==> config.mk <==
export PLATFORM = sky130hd
export DESIGN_NAME = pong_game_sequencer
export DESIGN_NICKNAME = d
export VERILOG_FILES = /design/src/rtl/pong_pkg.sv /design/src/rtl/rotary_decoder.sv /design/src/rtl/pong_game_sequencer.sv
export SDC_FILE = /design/constraint.sdc
export NUM_CORES = 1
export LEC_CHECK = 0
export BUFFER_PORTS_ARGS = -buffer_cell sky130_fd_sc_hd__buf_2
export CELL_PAD_IN_SITES_DETAIL_PLACEMENT = 0
export CELL_PAD_IN_SITES_GLOBAL_PLACEMENT = 2
export CORE_UTILIZATION = 30
export CTS_CLUSTER_SIZE = 14
export DETAILED_ROUTE_END_ITERATION = 10
export GPL_ROUTABILITY_DRIVEN = 0
export GPL_TIMING_DRIVEN = 1
export PLACE_DENSITY = 0.74
export SLEW_MARGIN = 20
export SYNTH_ARGS = -nofsm -noshare
export SYNTH_HDL_FRONTEND = slang
export SYNTH_SLANG_ARGS = --single-unit
export TNS_END_PERCENT = 5
==> constraint.sdc <==
create_clock -name Clock -period 3.25 [get_ports Clock]
set_input_delay 0.1625 -clock Clock [delete_from_list [all_inputs] [get_ports Clock]]
set_output_delay 0.1625 -clock Clock [all_outputs]
set_load 0.02 [all_outputs]
==> src/rtl/pong_pkg.sv <==
// Shared types and widths for the Pong game-flow controller.
package pong_pkg;

    typedef enum logic [1:0] {
        ST_IDLE  = 2'd0,
        ST_SERVE = 2'd1,
        ST_PLAY  = 2'd2,
        ST_OVER  = 2'd3
    } state_t;

    localparam int BCD_W   = 4;
    localparam int LIVES_W = 4;

endpackage

==> src/rtl/rotary_decoder.sv <==
// Quadrature rotary-encoder front end: synchronizes rota/rotb and emits
// one-cycle paddle step pulses on each rising edge of the synchronized rota.
module rotary_decoder (
    input  logic Clock,
    input  logic Reset,
    input  logic rota,
    input  logic rotb,
    output logic paddle_up,
    output logic paddle_down
);

    logic a_p0, a_p1, a_p2;
    logic b_p0, b_p1;
    logic a_rise;

    assign a_rise = a_p1 & ~a_p2;

    // Two-flop synchronizers, a third rota flop for edge detection, registered step pulses
    always_ff @(posedge Clock) begin
        if (Reset) begin
            a_p0        <= 1'b0;
            a_p1        <= 1'b0;
            a_p2        <= 1'b0;
            b_p0        <= 1'b0;
            b_p1        <= 1'b0;
            paddle_up   <= 1'b0;
            paddle_down <= 1'b0;
        end else begin
            a_p0        <= rota;
            a_p1        <= a_p0;
            a_p2        <= a_p1;
            b_p0        <= rotb;
            b_p1        <= b_p0;
            paddle_up   <= a_rise & ~b_p1;
            paddle_down <= a_rise &  b_p1;
        end
    end

endmodule

==> src/rtl/pong_game_sequencer.sv <==
// Pong game-flow controller: frame tick from vsync, paddle steps from the
// encoder, and the idle/serve/play/over sequence with BCD score and lives.
module pong_game_sequencer
    import pong_pkg::*;
#(
    parameter int SERVE_FRAMES = 60,
    parameter int LIVES        = 3
) (
    input  logic               Clock,
    input  logic               Reset,
    input  logic               rota,
    input  logic               rotb,
    input  logic               vsync,
    input  logic               ball_hit,
    input  logic               ball_miss,
    output logic               frame_tick,
    output logic               paddle_up,
    output logic               paddle_down,
    output logic               ball_reset,
    output logic               ball_enable,
    output logic [2*BCD_W-1:0] score,
    output logic [LIVES_W-1:0] lives,
    output logic               game_over
);

    localparam logic [7:0]         SERVE_N    = 8'(SERVE_FRAMES);
    localparam logic [LIVES_W-1:0] LIVES_INIT = LIVES_W'(LIVES);

    // Two-digit BCD increment that sticks at 99
    function automatic logic [2*BCD_W-1:0] bcd_sat_inc(input logic [2*BCD_W-1:0] v);
        logic [BCD_W-1:0] tens;
        logic [BCD_W-1:0] ones;
        tens = v[2*BCD_W-1:BCD_W];
        ones = v[BCD_W-1:0];
        if (v == 8'h99)
            return v;
        else if (ones == BCD_W'(9))
            return {tens + BCD_W'(1), BCD_W'(0)};
        else
            return {tens, ones + BCD_W'(1)};
    endfunction

    logic v_p0, v_p1, v_p2;
    logic paddle;

    state_t             state, state_nxt;
    logic [7:0]         cnt, cnt_nxt;
    logic [2*BCD_W-1:0] score_nxt;
    logic [LIVES_W-1:0] lives_nxt;
    logic [LIVES_W-1:0] lives_dec;

    rotary_decoder u_rotary_decoder (
        .Clock       (Clock),
        .Reset       (Reset),
        .rota        (rota),
        .rotb        (rotb),
        .paddle_up   (paddle_up),
        .paddle_down (paddle_down)
    );

    assign paddle    = paddle_up | paddle_down;
    assign lives_dec = lives - LIVES_W'(1);

    // vsync synchronizer (idles high) and falling-edge frame tick
    always_ff @(posedge Clock) begin
        if (Reset) begin
            v_p0       <= 1'b1;
            v_p1       <= 1'b1;
            v_p2       <= 1'b1;
            frame_tick <= 1'b0;
        end else begin
            v_p0       <= vsync;
            v_p1       <= v_p0;
            v_p2       <= v_p1;
            frame_tick <= ~v_p1 & v_p2;
        end
    end

    // Next-state, frame counter, score and lives decisions
    always_comb begin
        state_nxt = state;
        cnt_nxt   = cnt;
        score_nxt = score;
        lives_nxt = lives;
        case (state)
            ST_IDLE: begin
                if (paddle) begin
                    score_nxt = '0;
                    lives_nxt = LIVES_INIT;
                    cnt_nxt   = '0;
                    state_nxt = ST_SERVE;
                end
            end
            ST_SERVE: begin
                // Paddle pulses are deliberately ignored here, even on the completing tick
                if (frame_tick) begin
                    if (cnt + 8'd1 == SERVE_N) begin
                        cnt_nxt   = '0;
                        state_nxt = ST_PLAY;
                    end else begin
                        cnt_nxt = cnt + 8'd1;
                    end
                end
            end
            ST_PLAY: begin
                // A miss outranks a simultaneous hit
                if (ball_miss) begin
                    lives_nxt = lives_dec;
                    cnt_nxt   = '0;
                    state_nxt = (lives_dec == '0) ? ST_OVER : ST_SERVE;
                end else if (ball_hit) begin
                    score_nxt = bcd_sat_inc(score);
                end
            end
            ST_OVER: begin
                // Only a paddle pulse after the counter has saturated restarts
                if (paddle && cnt == SERVE_N)
                    state_nxt = ST_IDLE;
                else if (frame_tick && cnt < SERVE_N)
                    cnt_nxt = cnt + 8'd1;
            end
            default: state_nxt = ST_IDLE;
        endcase
    end

    // State register with registered level outputs decoded from the next state
    always_ff @(posedge Clock) begin
        if (Reset) begin
            state       <= ST_IDLE;
            cnt         <= '0;
            score       <= '0;
            lives       <= LIVES_INIT;
            ball_reset  <= 1'b1;
            ball_enable <= 1'b0;
            game_over   <= 1'b0;
        end else begin
            state       <= state_nxt;
            cnt         <= cnt_nxt;
            score       <= score_nxt;
            lives       <= lives_nxt;
            ball_reset  <= (state_nxt != ST_PLAY);
            ball_enable <= (state_nxt == ST_PLAY);
            game_over   <= (state_nxt == ST_OVER);
        end
    end

endmodule

==> impl_metrics.tcl, run 1 <==
set metrics [dict create \
    status "complete, no violations" \
    cts.path.max_buffers 2 \
    post_cts_buffers 0 \
    postLayoutCellArea_um2 2011 \
    synth_warnings 0 \
    cts_tree "yes" \
    routed_via_density 4.843 \
    multi_input_area_um2 934.6 \
    synth_ff_type "dfxtp_1" \
    wl_per_cell_um 12.25 \
    crit_path_end_kind "register" \
    synth_edf_count 0 \
    cts-resized-gates 0 \
    max-vdd-ir-drop_mv 0.2687 \
    grt_pass1_wl_mm 6.189 \
    num_vias 1477 \
    die_h_um 77.98 \
    coreArea_um2 5540 \
    io_buffer_count 24 \
    grt_pass1_vias 1311 \
    utilization 0.3629 \
    path_cells "ha_1, nand3_2, or3_4, o31ai_2, and2_4, nor2_2, or4_1" \
    finalSetupTns_ns 0 \
    cap_violations 0 \
    grt_max_degree 27 \
    ys_seq_area_frac 0.4162 \
    num_antenna_cells 0 \
    cts_hold_buf 0 \
    placed_area_um2 1918 \
    ff_latch_area_um2 720.7 \
    num_rows 27 \
    grt_use_met2 0.2071 \
    fmax_mhz 428.6 \
    first_iter_violations 59 \
    async_flop_share 0 \
    max_stage_delay_ns 0.45 \
    clk_pin_slew_worst_paths_ns 0.08 \
    route.detailed.drc 0 \
    min_path_type "in2reg" \
    crit_type "reg2reg" \
    ctsRootBufferMaster "clkbuf_8" \
    drive_gt1_frac 0.1760 \
    yosysTopAreaCell "dfxtp_1" \
    syn_nets 223 \
    path_buf_inv 0 \
    min_period_over_period 0.7179 \
    crit_arrival_ns 2.51 \
    track_usage 0.1317 \
    rsz0062_at_grt "false" \
    cp_max_fo 7 \
    syn_area_um2 1732 \
    h-tree-depth 2 \
    synth-seq-cells 36 \
    p_per_area_nw_per_um2 407.3 \
    dieArea_um2 6080 \
    fin_nets 248 \
    clock_latency_ns 0.29 \
    antenna_found_initial 0 \
    finalCriticalPeriod_ns 2.333 \
    setup_viol 0 \
    drt-total-wl_mm 3.737 \
    start_util 0.3126 \
    p_leak_nw 0.7767 \
    area_growth_pct 16.11 \
    power.total_mw 0.8190 \
    use_met3 0.03529 \
    globalRoute.busiestLayer "met2" \
    cts_buffers 5 \
    drtPass1Iterations 5 \
    ys_types 45 \
    hold_viol 0 \
    critPathTopFamily "simple AND/OR/NAND/NOR gates" \
    slowest_stage "or4_1" \
    hold_slack_ns 0.05037 \
    fin_skew_ns 0.004829 \
    drtAntennaViolNets 0 \
    finalMaxSlewViolations 0 \
    overflow 0 \
    dieWidth_um 77.98 \
    worst_pin_slew_ns 0.8472 \
    ios 25 \
    synth.top_cell.area_share 0.4162 \
    dp_hpwl_mm 2.656 \
    syn_avg_cell_area_um2 8.366 \
    cts_sinks 36 \
    relSlewSlack 0.4352 \
    synthTopCellsByArea "dfxtp_1 42%, ha_1 6.5%, a21oi_1 5.5%" \
    fillerInstances 623 \
    required_ns 3.43 \
    grt_use_met1 0.1694 \
    syn_inst 207 \
    start_kind "register" \
]
[power breakdown]
| group | internal [mW] | total, mW | switching (mW) | leakage (nW) |
|---|---|---|---|---|
| Sequential | 0.447 | 0.452 | 0.00482 | 0.292 |
| Combinational | 0.0136 | 0.0355 | 0.0219 | 0.444 |
| Clock | 0.152 | 0.332 | 0.180 | 0.0404 |
[flip-flops by register name (all words and copies together) (netlist names)]
signal and cells:
cnt 8, score 8, lives 4, state 2, ball_enable 1, ball_reset 1
frame_tick 1, game_over 1, u_rotary_decoder.a_p0 1, u_rotary_decoder.a_p1 1, u_rotary_decoder.a_p2 1, u_rotary_decoder.b_p0 1
u_rotary_decoder.b_p1 1, u_rotary_decoder.paddle_down 1, u_rotary_decoder.paddle_up 1, v_p0 1, v_p1 1, v_p2 1
[cells in the mapped netlist, types with 3 or more instances]
cell      number
dfxtp_1       36
inv_1         14
o21ai_0        7
nor3_1         4
o21ai_1        7
ha_1           9
nand2_1       10
nand4_1        5
nor2_1        24
clkbuf_1       5
nand2b_1       5
nor4_1         3
nor3b_1        3
nor2b_1        9
or2_2          3
nand3_1        9
a21oi_1       19
[cell usage in the layout, fill, tap and decap left out, types with 2 or more instances in the layout]
cell type | netlist | layout
inv_1 | 14 | 14
buf_2 | 1 | 24
nor2_1 | 24 | 24
nand4b_1 | 2 | 2
xor2_1 | 2 | 2
a21oi_1 | 19 | 19
or3_1 | 2 | 2
nand2b_1 | 5 | 5
o21ai_0 | 7 | 7
clkbuf_8 | 0 | 5
nand2_1 | 10 | 10
nor4_1 | 3 | 3
nor3_1 | 4 | 4
dfxtp_1 | 36 | 36
nor2b_1 | 9 | 9
or2_2 | 3 | 3
a211oi_1 | 2 | 2
o21ai_1 | 7 | 7
nor3b_1 | 3 | 3
clkinvlp_4 | 0 | 2
nand4_1 | 5 | 5
a211o_1 | 2 | 2
ha_1 | 9 | 9
and3b_1 | 2 | 2
xnor2_1 | 2 | 2
nand3_1 | 9 | 9
[kinds of logic (layout without fill, tap and decap cells)]
logic type                 after synthesis  after routing  synth area share
and+or+nand+nor                         88             88            0.2753
buffers and inverters                   20             46           0.04407
adders and majority gates                9              9           0.06503
AOI/OAI and AO/OA                       50             50            0.1792
DFF                                     36             36            0.4162
xor gates and xnor gates                 4              4           0.02023
[final timing paths]
check	cells after the start	startpoint	end	slack [ns]
max	7	cnt[0]	ball_reset	0.92
min	2	vsync	v_p0	0.05
max reg2reg	7	cnt[0]	ball_reset	0.92
min reg2reg	1	u_rotary_decoder.a_p2	u_rotary_decoder.paddle_up	0.41
[metrics by stage]
step / cells / setup slack [ns]
floorplan: 207 / 1.100
global placement: 297 / 0.9647
detailed placement: 297 / 0.9290
CTS: 305 / 0.9153
global route: 305 / 0.7484
finish: 305 / 0.9168
[final cells by class]
type	instances	share of cell area
sequential	36	0.3584
inverter	14	0.02614
multi-input combinational	151	0.4648
clock inverter	3	0.01182
tap	72	0.04480
timing repair buffer	24	0.05974
clock buffer	5	0.03423
[routing by layer]
metal  routed length (um)  vias to the layer above
li1                     -                      777
met1                 1922                      670
met3                  106                        6
met4                   63                        0
met5                    0                        -
met2                 1643                       24
Power figures use the tool's default switching activity.
==> inputs of run 2 (changes only) <==
- clock period: 3.25 -> 2.15 ns (I/O delays scaled with it)
==> run 2 against run 1 <==
Routed wire length rose by 3.9%. Cell count rose by 3.3%. Non-clock buffer count rose by 10. Clock-buffer cell count did not move. Critical path type unchanged. Critical endpoint unchanged. Largest cell class unchanged. Largest power group unchanged.
==> impl_metrics.tcl, run 2 (synthesized netlist as in run 1, its figures left out) <==
set metrics [dict create \
    layout_common_cells "34 x dfxtp_1, 24 x nor2_1, 24 x buf_2" \
    track_usage 0.1363 \
    overflow 0 \
    cts.path.max_buffers 2 \
    crit_path_end_kind "register" \
    clk_pin_slew_worst_paths_ns 0.08 \
    place_ws_ns 0.04909 \
    antenna_found_initial 0 \
    cp_max_fo 5 \
    ctsRootBufferMaster "clkbuf_8" \
    min_path_type "in2reg" \
    required_ns 2.32 \
    min_to "u_rotary_decoder.b_p0" \
    reg_top3 "cnt x8, score x8, lives x4" \
    status "complete, no violations" \
    dieArea_um2 6080 \
    crit_type "reg2reg" \
    num_antenna_cells 0 \
    worstRegToRegCells 7 \
    grt_use_met1 0.1905 \
    fin_skew_ns 0.004937 \
    worst_hold_path.num_cells 2 \
    p_per_area_nw_per_um2 576.5 \
    finalSetupTns_ns 0 \
    num_vias 1530 \
    cts_buffers 5 \
    h-tree-depth 2 \
    grt_use_met2 0.2018 \
    path_cells "ha_2, nand3_2, or3_4, o31ai_4, and2_4, nor2_2, or4_1" \
    coreArea_um2 5540 \
    area_growth_pct 21.68 \
    rsz0062_at_grt "false" \
    globalRoute.busiestLayer "met2" \
    drtPass1Iterations 5 \
    drive_gt1_frac 0.2263 \
    drtAntennaViolNets 0 \
    num_rows 27 \
    layout_setup_ws_ns 0.1072 \
    hold_viol 0 \
    grt_pass1_wl_mm 6.451 \
    io_buffer_count 24 \
    reg2reg_to "ball_reset" \
    mostFrequentLayoutCell "dfxtp_1" \
    routed_via_density 4.857 \
    first_iter_violations 40 \
    finalCriticalPeriod_ns 2.043 \
    p_leak_nw 0.8320 \
    fillerInstances 611 \
    post_cts_buffers 0 \
    die_h_um 77.98 \
    crit_arrival_ns 2.21 \
    critPathLaunch "cnt[0]" \
    reg2reg_from "cnt[0]" \
    start_util 0.3126 \
    rrSetupSlack_ns 0.11 \
    dp_hpwl_mm 2.837 \
    setup_viol 0 \
    drt-total-wl_mm 3.884 \
    hold_start "rotb" \
    grt_pass1_vias 1325 \
    utilization 0.3803 \
    multi_input_area_um2 955.9 \
    fin_nets 258 \
    wl_per_cell_um 12.33 \
    cts_tree "yes" \
    relSlewSlack 0.6780 \
    max-vdd-ir-drop_mv 0.3884 \
    max_stage_delay_ns 0.45 \
    route.detailed.drc 0 \
    start_kind "register" \
    clock_latency_ns 0.28 \
    cts_sinks 36 \
    worst_pin_slew_ns 0.4794 \
    slowest_stage "or4_1" \
    ios 25 \
    grt_max_degree 27 \
    fmax_mhz 489.5 \
    dieWidth_um 77.98 \
    finalMaxSlewViolations 0 \
    ff_latch_area_um2 723.2 \
    cap_violations 0 \
    use_met3 0.03647 \
    min_period_over_period 0.9502 \
]
==> run 2: worst max-delay path by stage <==
stage | end | slack (ns) | cells past startpoint
2_1_floorplan | ball_reset | 0.01 | 7
3_3_place_gp | ball_reset | 0.1 | 7
3_5_place_dp | ball_reset | 0.05 | 7
4_1_cts | ball_reset | 0.04 | 7
5_1_grt | ball_reset | 0.0007 | 7
6_report | ball_reset | 0.11 | 7
==> run 2: repair_timing <==
action | in CTS | in global routing
gates resized for setup | 0 | 5
endpoints found under the setup margin | 0 | 1
hold buffers | 1 | 0
hold endpoints to repair | 1 | 0
==> run 2: per-layer routing <==
metal / vias to the layer above / share of wire
li1: 799 / -
met1: 691 / 0.52
met2: 36 / 0.42
met3: 4 / 0.050
met4: 0 / 0.0098
met5: - / 0
==> run 2: through the flow <==
stage / hold WS, ns / instances / power [mW] / area [um2]
after floorplan: 0.1872 / 207 / 0.7339 / 1734
after global placement: 0.2918 / 306 / 0.7559 / 1988
after detailed placement: 0.2937 / 306 / 0.7557 / 1988
after CTS: 0.03256 / 315 / 1.237 / 2086
after global routing: 0.03549 / 315 / 1.274 / 2107
final: 0.03609 / 315 / 1.215 / 2107
==> run 2: worst max-delay path, delay by kind of cell, from the launching register on <==
kind                       cells  cell delay [ns]
AOI/OAI and AO/OA              1             0.26
adders and majority gates      1             0.19
and+or+nand+nor                5             1.14
DFF                            1             0.34
==> run 2: layout make-up <==
| class | count | area share |
|---|---|---|
| clock buffer | 5 | 0.03266 |
| clock inverter | 3 | 0.008907 |
| inverter | 14 | 0.02494 |
| multi-input combinational | 151 | 0.4537 |
| sequential | 36 | 0.3432 |
| tap | 72 | 0.04276 |
| timing repair buffer | 34 | 0.09382 |
==> run 2: power breakdown <==
part	leakage, nW	internal, mW	switching (mW)
combinational	0.491	0.0231	0.0349
sequential	0.293	0.676	0.00727
clock	0.0479	0.226	0.248
